===== src/rtl/micro_branch_control.sv =====
// micro_branch_control
// Branch-control stage in front of the microprogram sequencer. It evaluates
// the microword's branch condition against a registered flag set, a loop
// counter and external test line. From that it drives the sequencer's
// op/din/offset in the same cycle. It also keeps a shadow of the sequencer's
// 4-deep return stack so that call/return misuse is flagged by sticky errors.
//
// Sequencer op encoding: 0 next, 1 jump, 2 call, 3 return.
// Flag register layout: {V, C, N, Z} = r_flags[3:0].
module micro_branch_control #(
  parameter int AW = 12
) (
  input  logic          clock,
  input  logic          reset,      // asynchronous, active low
  input  logic [2:0]    br,
  input  logic [2:0]    cond_sel,
  input  logic          cond_pol,
  input  logic [AW-1:0] addr,
  input  logic [3:0]    dispatch,
  input  logic [3:0]    flags_in,
  input  logic          flag_we,
  input  logic          ext_test,
  output logic [1:0]    op,
  output logic [AW-1:0] din,
  output logic [AW-1:0] offset,
  output logic          cnt_zero,
  output logic          err_ovf,
  output logic          err_unf
);

  // Branch type codes carried in the microword.
  localparam logic [2:0] BR_CONT     = 3'd0;
  localparam logic [2:0] BR_JUMP     = 3'd1;
  localparam logic [2:0] BR_JCOND    = 3'd2;
  localparam logic [2:0] BR_CALLC    = 3'd3;
  localparam logic [2:0] BR_RETC     = 3'd4;
  localparam logic [2:0] BR_LDCNT    = 3'd5;
  localparam logic [2:0] BR_LOOP     = 3'd6;
  localparam logic [2:0] BR_DISPATCH = 3'd7;

  // Sequencer operation codes.
  localparam logic [1:0] OP_NEXT = 2'd0;
  localparam logic [1:0] OP_JUMP = 2'd1;
  localparam logic [1:0] OP_CALL = 2'd2;
  localparam logic [1:0] OP_RET  = 2'd3;

  // Return-stack capacity of the sequencer being shadowed.
  localparam logic [2:0] STACK_MAX = 3'd4;

  logic [3:0]    r_flags;
  logic [AW-1:0] r_cnt;
  logic [2:0]    r_depth;
  logic          r_err_ovf;
  logic          r_err_unf;

  logic          w_cnt_zero;
  logic          w_raw;
  logic          w_cond;
  logic [1:0]    w_op;
  logic          w_is_dispatch;

  assign w_cnt_zero = (r_cnt == '0);

  // Select the raw condition; flags always come from the register, never from
  // flags_in, so a same-cycle flag load is not visible until the next cycle.
  always_comb begin
    w_raw = 1'b0;
    case (cond_sel)
      3'd0:    w_raw = 1'b1;
      3'd1:    w_raw = r_flags[0];   // Z
      3'd2:    w_raw = r_flags[1];   // N
      3'd3:    w_raw = r_flags[2];   // C
      3'd4:    w_raw = r_flags[3];   // V
      3'd5:    w_raw = w_cnt_zero;
      3'd6:    w_raw = ext_test;
      default: w_raw = 1'b0;
    endcase
  end

  assign w_cond = w_raw ^ cond_pol;

  // Decode branch type into the sequencer operation for this cycle.
  always_comb begin
    w_op          = OP_NEXT;
    w_is_dispatch = 1'b0;
    case (br)
      BR_CONT:     w_op = OP_NEXT;
      BR_JUMP:     w_op = OP_JUMP;
      BR_JCOND:    w_op = w_cond ? OP_JUMP : OP_NEXT;
      BR_CALLC:    w_op = w_cond ? OP_CALL : OP_NEXT;
      BR_RETC:     w_op = w_cond ? OP_RET  : OP_NEXT;
      BR_LDCNT:    w_op = OP_NEXT;
      BR_LOOP:     w_op = w_cnt_zero ? OP_NEXT : OP_JUMP;
      BR_DISPATCH: begin
        w_op          = OP_JUMP;
        w_is_dispatch = 1'b1;
      end
      default:     w_op = OP_NEXT;
    endcase
  end

  // Sequencer-facing outputs are forced quiet while reset is held low, so the
  // sequencer sees a plain "next" with zero address during reset.
  always_comb begin
    op     = OP_NEXT;
    din    = '0;
    offset = '0;
    if (reset) begin
      op  = w_op;
      din = addr;
      if (w_is_dispatch) begin
        offset = {{(AW-4){1'b0}}, dispatch};
      end
    end
  end

  assign cnt_zero = w_cnt_zero;
  assign err_ovf  = r_err_ovf;
  assign err_unf  = r_err_unf;

  // Flag register: loaded independently of the branch type.
  always_ff @(posedge clock or negedge reset) begin
    if (!reset) begin
      r_flags <= '0;
    end else if (flag_we) begin
      r_flags <= flags_in;
    end
  end

  // Loop counter: LDCNT loads the address field, LOOP decrements and stops
  // at zero instead of wrapping.
  always_ff @(posedge clock or negedge reset) begin
    if (!reset) begin
      r_cnt <= '0;
    end else if (br == BR_LDCNT) begin
      r_cnt <= addr;
    end else if ((br == BR_LOOP) && !w_cnt_zero) begin
      r_cnt <= r_cnt - AW'(1);
    end
  end

  // Return-stack shadow: the depth saturates at 0 and at capacity, and
  // the op that would have gone past either end sets its sticky error.
  // The op is still issued; only the shadow refuses to move.
  always_ff @(posedge clock or negedge reset) begin
    if (!reset) begin
      r_depth   <= '0;
      r_err_ovf <= 1'b0;
      r_err_unf <= 1'b0;
    end else begin
      if (w_op == OP_CALL) begin
        if (r_depth < STACK_MAX) begin
          r_depth <= r_depth + 3'd1;
        end else begin
          r_err_ovf <= 1'b1;
        end
      end else if (w_op == OP_RET) begin
        if (r_depth != 3'd0) begin
          r_depth <= r_depth - 3'd1;
        end else begin
          r_err_unf <= 1'b1;
        end
      end
    end
  end

endmodule


===== config.mk =====
export PLATFORM = sky130hd
export DESIGN_NAME = micro_branch_control
export DESIGN_NICKNAME = d
export VERILOG_FILES = /design/src/rtl/micro_branch_control.sv
export SDC_FILE = /design/constraint.sdc
export NUM_CORES = 1
export LEC_CHECK = 0
export CAP_MARGIN = 10
export CORE_MARGIN = 3
export CORE_UTILIZATION = 25
export CTS_CLUSTER_DIAMETER = 150
export DETAILED_ROUTE_END_ITERATION = 16
export HOLD_SLACK_MARGIN = 0.12
export SYNTH_ARGS = -nofsm -noshare
export SYNTH_HDL_FRONTEND = slang
export SYNTH_SLANG_ARGS = --single-unit

===== constraint.sdc =====
create_clock -name clock -period 3.4 [get_ports clock]
set_input_delay 0.68 -clock clock [delete_from_list [all_inputs] [get_ports clock]]
set_output_delay 0.68 -clock clock [all_outputs]
set_load 0.02 [all_outputs]

==> summary.md <==
| Metric | Value |
|---|---|
| Delay-heaviest family, CP | `simple AND/OR/NAND/NOR gates` |
| Pre-Repair DR Iteration Count | `4` |
| Longest Clk Path Bufs | `2` |
| Cells along the critical path | `clkdlybuf4s50_1, or4bb_1, nor4_4, a211o_1, and2_1, o211a_1, clkbuf_2` |
| Status | `finished clean` |
| P&R area growth vs syn | `46.06%` |
| Slew of the pin with the lowest slew margin | `about 530 ps` |
| Vias in the first global route | `1,383` |
| Max-slew violation count | `0` |
| #FFs+latches synth | `21` |
| Worst skew pair latency | `260 ps` |
| Period minus WS final | `between 3000 and 4000 ps` |
| Reg2Reg Setup Slack | `roughly 400 ps` |
| Startpoint Class | `input port` |
| Via count | `between 1,000 and 1,500` |
| Kind of critical path | `input port to output port` |
| Peak Freq | `311.6 MHz` |
| IO Count | `60` |
| Final setup fails | `0` |
| Reg2Reg Launch Point | `r_cnt[0]` |
| Synth Flop Type | `dfrtp_1` |
| Worst min-delay path startpoint | `err_ovf` |
| RR Endpoint | `r_depth[2]` |
| Hold_buf cts | `0` |
| Syn Inst Count | `170` |
| Antenna violations before repair | `0` |
| Tcrit/Tclk final | `94.39%` |
| Placer Congestion | `around 0.83` |
| Max incr delay on CP | `~550 ps` |
| Worst-path clk slew | `~90 ps` |
| Distinct cell type count after synthesis | `48` |
| Static Leak | `around 0.91 nW` |
| Placed insts | `300` |
| Crit path capture type | `output port` |
| DIE WIDTH | `between 80 and 90 µm` |
| Yosys warning total | `0` |
| Sink of the worst hold path | `err_ovf` |
| EDFF count, synth | `0` |
| Cell Rows | `27` |
| Fin. Hold Viols | `0` |
| Register area share after synthesis | `between 30% and 40%` |
| Via density | `4.859` |
| Layout cells sized above 1 | `14.66%` |
| Relative slew margins | `64.59%` |
| First DRT Iteration DRCs | `roughly 130` |
| Crit path DAT | `~2500 ps` |
| RSZ-0062 raised after global routing | `no` |
| Max IR drop VDD | `0.0001730 V` |
| Post-DRT Antenna Nets | `0` |
| Setup_tns | `0 ps` |
| NumNets Final | `between 200 and 300` |
| Worst hold stages | `1` |
| Detailed Route WL | `3974 µm` |
| CTS tree | `done` |
| Buf+Inv Stages, Crit Path | `2` |
| Syn Area/Cell | `8.869 µm²` |
| Worst EP required | `about 2700 ps` |
| Initial Util | `26.57%` |
| Clk_skew | `8.329 ps` |
| TritonCTS buffer count | `3` |
| Filler cell count | `approximately 580` |
| Commonest non-fill, non-tap cell in the layout | `clkdlybuf4s50_1` |
| Sink Count | `21` |
| Dpl hpwl | `between 3000 and 4000 µm` |
| Hold Path Class | `flop to flop` |
| CORE AREA | `between 5000 and 6000 µm²` |
| Max-cap violations | `0` |
| Postcts setup bufs | `0` |
| Cell Pwr Density | `399.0 nW/µm²` |
| Async set-reset flop share out of synthesis | `between 90% and 100%` |
| CTS H-Tree Depth | `1` |
| R2R cell count | `13` |
| Largest net degree at the start of global routing | `15` |
| Antenna diode count | `0` |
| Port bufs | `51` |
| Cell Area, Synth | `about 1500 µm²` |
| Clock root buffer | `clkbuf_8` |
| DRC | `0` |
| First-pass GRT wire length | `6796 µm` |
| Die area | `roughly 7000 µm²` |
| Most frequent cells in the layout | `clkdlybuf4s50_1, dfrtp_1, and2_1` |
| GRT Overall Usage | `between 10% and 20%` |
| Critical path peak fanout | `3` |
| Slowest-stage cell, CP | `or4bb_1` |
| Die H | `about 84 µm` |
| Total gr overflow | `0` |
| Fin cells | `~300` |
| DR WL/cell | `about 13 µm` |
## worst register-to-register path, stage by stage (launching register included)
cell and delay [ps]:
dfrtp_1 420, inv_1 70, ha_1 200, or3b_2 510
nor4_4 260, a211o_1 180, buf_4 150, nand3_1 80
xor2_1 150, ha_1 200, or3_1 340, o21ai_0 150
a22o_1 150, a22o_1 110
## report_power, final
part | internal, mW | switching [mW] | leakage [nW]
combinational | 0.178 | 0.163 | 0.633
sequential | 0.309 | 0.0614 | 0.253
clock | 0.0817 | 0.0861 | 0.0255
## what timing repair did
action / CTS / global route
pin swaps: 0 / 0
setup endpoints to repair: 2 / 2
gates resized for setup: 6 / 4
gates cloned: 0 / 0
## layer usage
metal  routed length [µm]  track usage, %  up-vias  part of all wire, %
met4                   36           2.193        0                 0.91
li1                     -               -      734                    -
met2                 1699           17.72       66                   43
met1                 1917           16.38      675                   48
met3                  320           3.356        2                  8.1
met5                    0               0        -                    0
## Yosys cell counts (2+ instances only)
| master | count | share of area, % |
|---|---|---|
| nor2_1 | 11 | 2.7 |
| ha_1 | 2 | 1.7 |
| mux2_2 | 4 | 3.0 |
| a31oi_1 | 4 | 1.7 |
| or2_2 | 2 | 0.83 |
| a22o_1 | 2 | 1.2 |
| and2_1 | 19 | 7.9 |
| nand3_1 | 5 | 1.7 |
| and3_1 | 2 | 0.83 |
| dfrtp_1 | 21 | 35 |
| o21ai_0 | 9 | 3.0 |
| mux2i_1 | 2 | 1.3 |
| a211o_1 | 2 | 1.2 |
| inv_1 | 6 | 1.5 |
| nor3b_1 | 3 | 1.5 |
| clkbuf_1 | 5 | 1.2 |
| nor3_1 | 10 | 3.3 |
| a221o_1 | 3 | 2.0 |
| a31o_2 | 3 | 1.7 |
| o311ai_0 | 3 | 1.7 |
| nand2_1 | 9 | 2.2 |
| nor4_1 | 2 | 0.83 |
| or3_1 | 3 | 1.2 |
| xnor2_1 | 3 | 1.7 |
| a22oi_1 | 3 | 1.5 |
| a21oi_1 | 2 | 0.66 |
| a211oi_1 | 2 | 1.0 |
| buf_4 | 8 | 4.0 |
## cells by family after synthesis
logic type | synth area share, %
XOR/XNOR | 2.324
AO/OA/AOI/OAI | 21.33
adder cells (fa/ha/maj) | 1.659
flip-flops | 34.85
buffers and inverters | 7.801
AND/OR/NAND/NOR | 27.47
other | 0.2487
multiplexers | 4.315
## worst max-delay path by stage
| stage | start | endpoint | slack, ps | cells past startpoint |
|---|---|---|---|---|
| finish | cond_sel[0] | op[1] | 190 | 7 |
| floorplan | r_cnt[0] | r_depth[2] | 400 | 13 |
| detailed placement | cond_sel[0] | op[1] | -390 | 7 |
| CTS | cond_sel[0] | op[0] | 10 | 7 |
| global route | cond_sel[0] | op[1] | 60 | 7 |
| global placement | cond_sel[0] | op[1] | -290 | 7 |
## through the flow
step | hold WS [ps] | total power [mW] | util (%) | cell area (µm²) | setup WS (ps)
6_report | 474.9 | 0.8786 | 38.80 | 2202 | 190.7
5_1_grt | 517.4 | 0.9468 | 38.80 | 2202 | 60.61
4_1_cts | 483.0 | 0.8905 | 38.96 | 2211 | 9.929
3_5_place_dp | 461.6 | 0.7141 | 37.92 | 2152 | -388.4
3_3_place_gp | 460.9 | 0.7110 | 37.92 | 2152 | -290.1
2_1_floorplan | 384.4 | 0.5737 | - | 1534 | 399.9
## layout make-up
| cell class | instances | area (µm²) | share of cell area (%) |
|---|---|---|---|
| inverters | 6 | 22.52 | 1.023 |
| clock buffers | 3 | 41.29 | 1.875 |
| flip-flops and latches | 21 | 525.5 | 23.86 |
| repair buffers | 66 | 611.8 | 27.78 |
| clock inverters | 1 | 5.005 | 0.2273 |
| well taps | 72 | 90.09 | 4.091 |
| multi-input cells | 135 | 905.9 | 41.14 |
## flip-flops by register name (all words and copies together), names as in the netlist
register and count:
err_ovf 1, err_unf 1, r_cnt 12, r_depth 3
r_flags 4
Note: power is estimated with default switching activity, not from simulation.
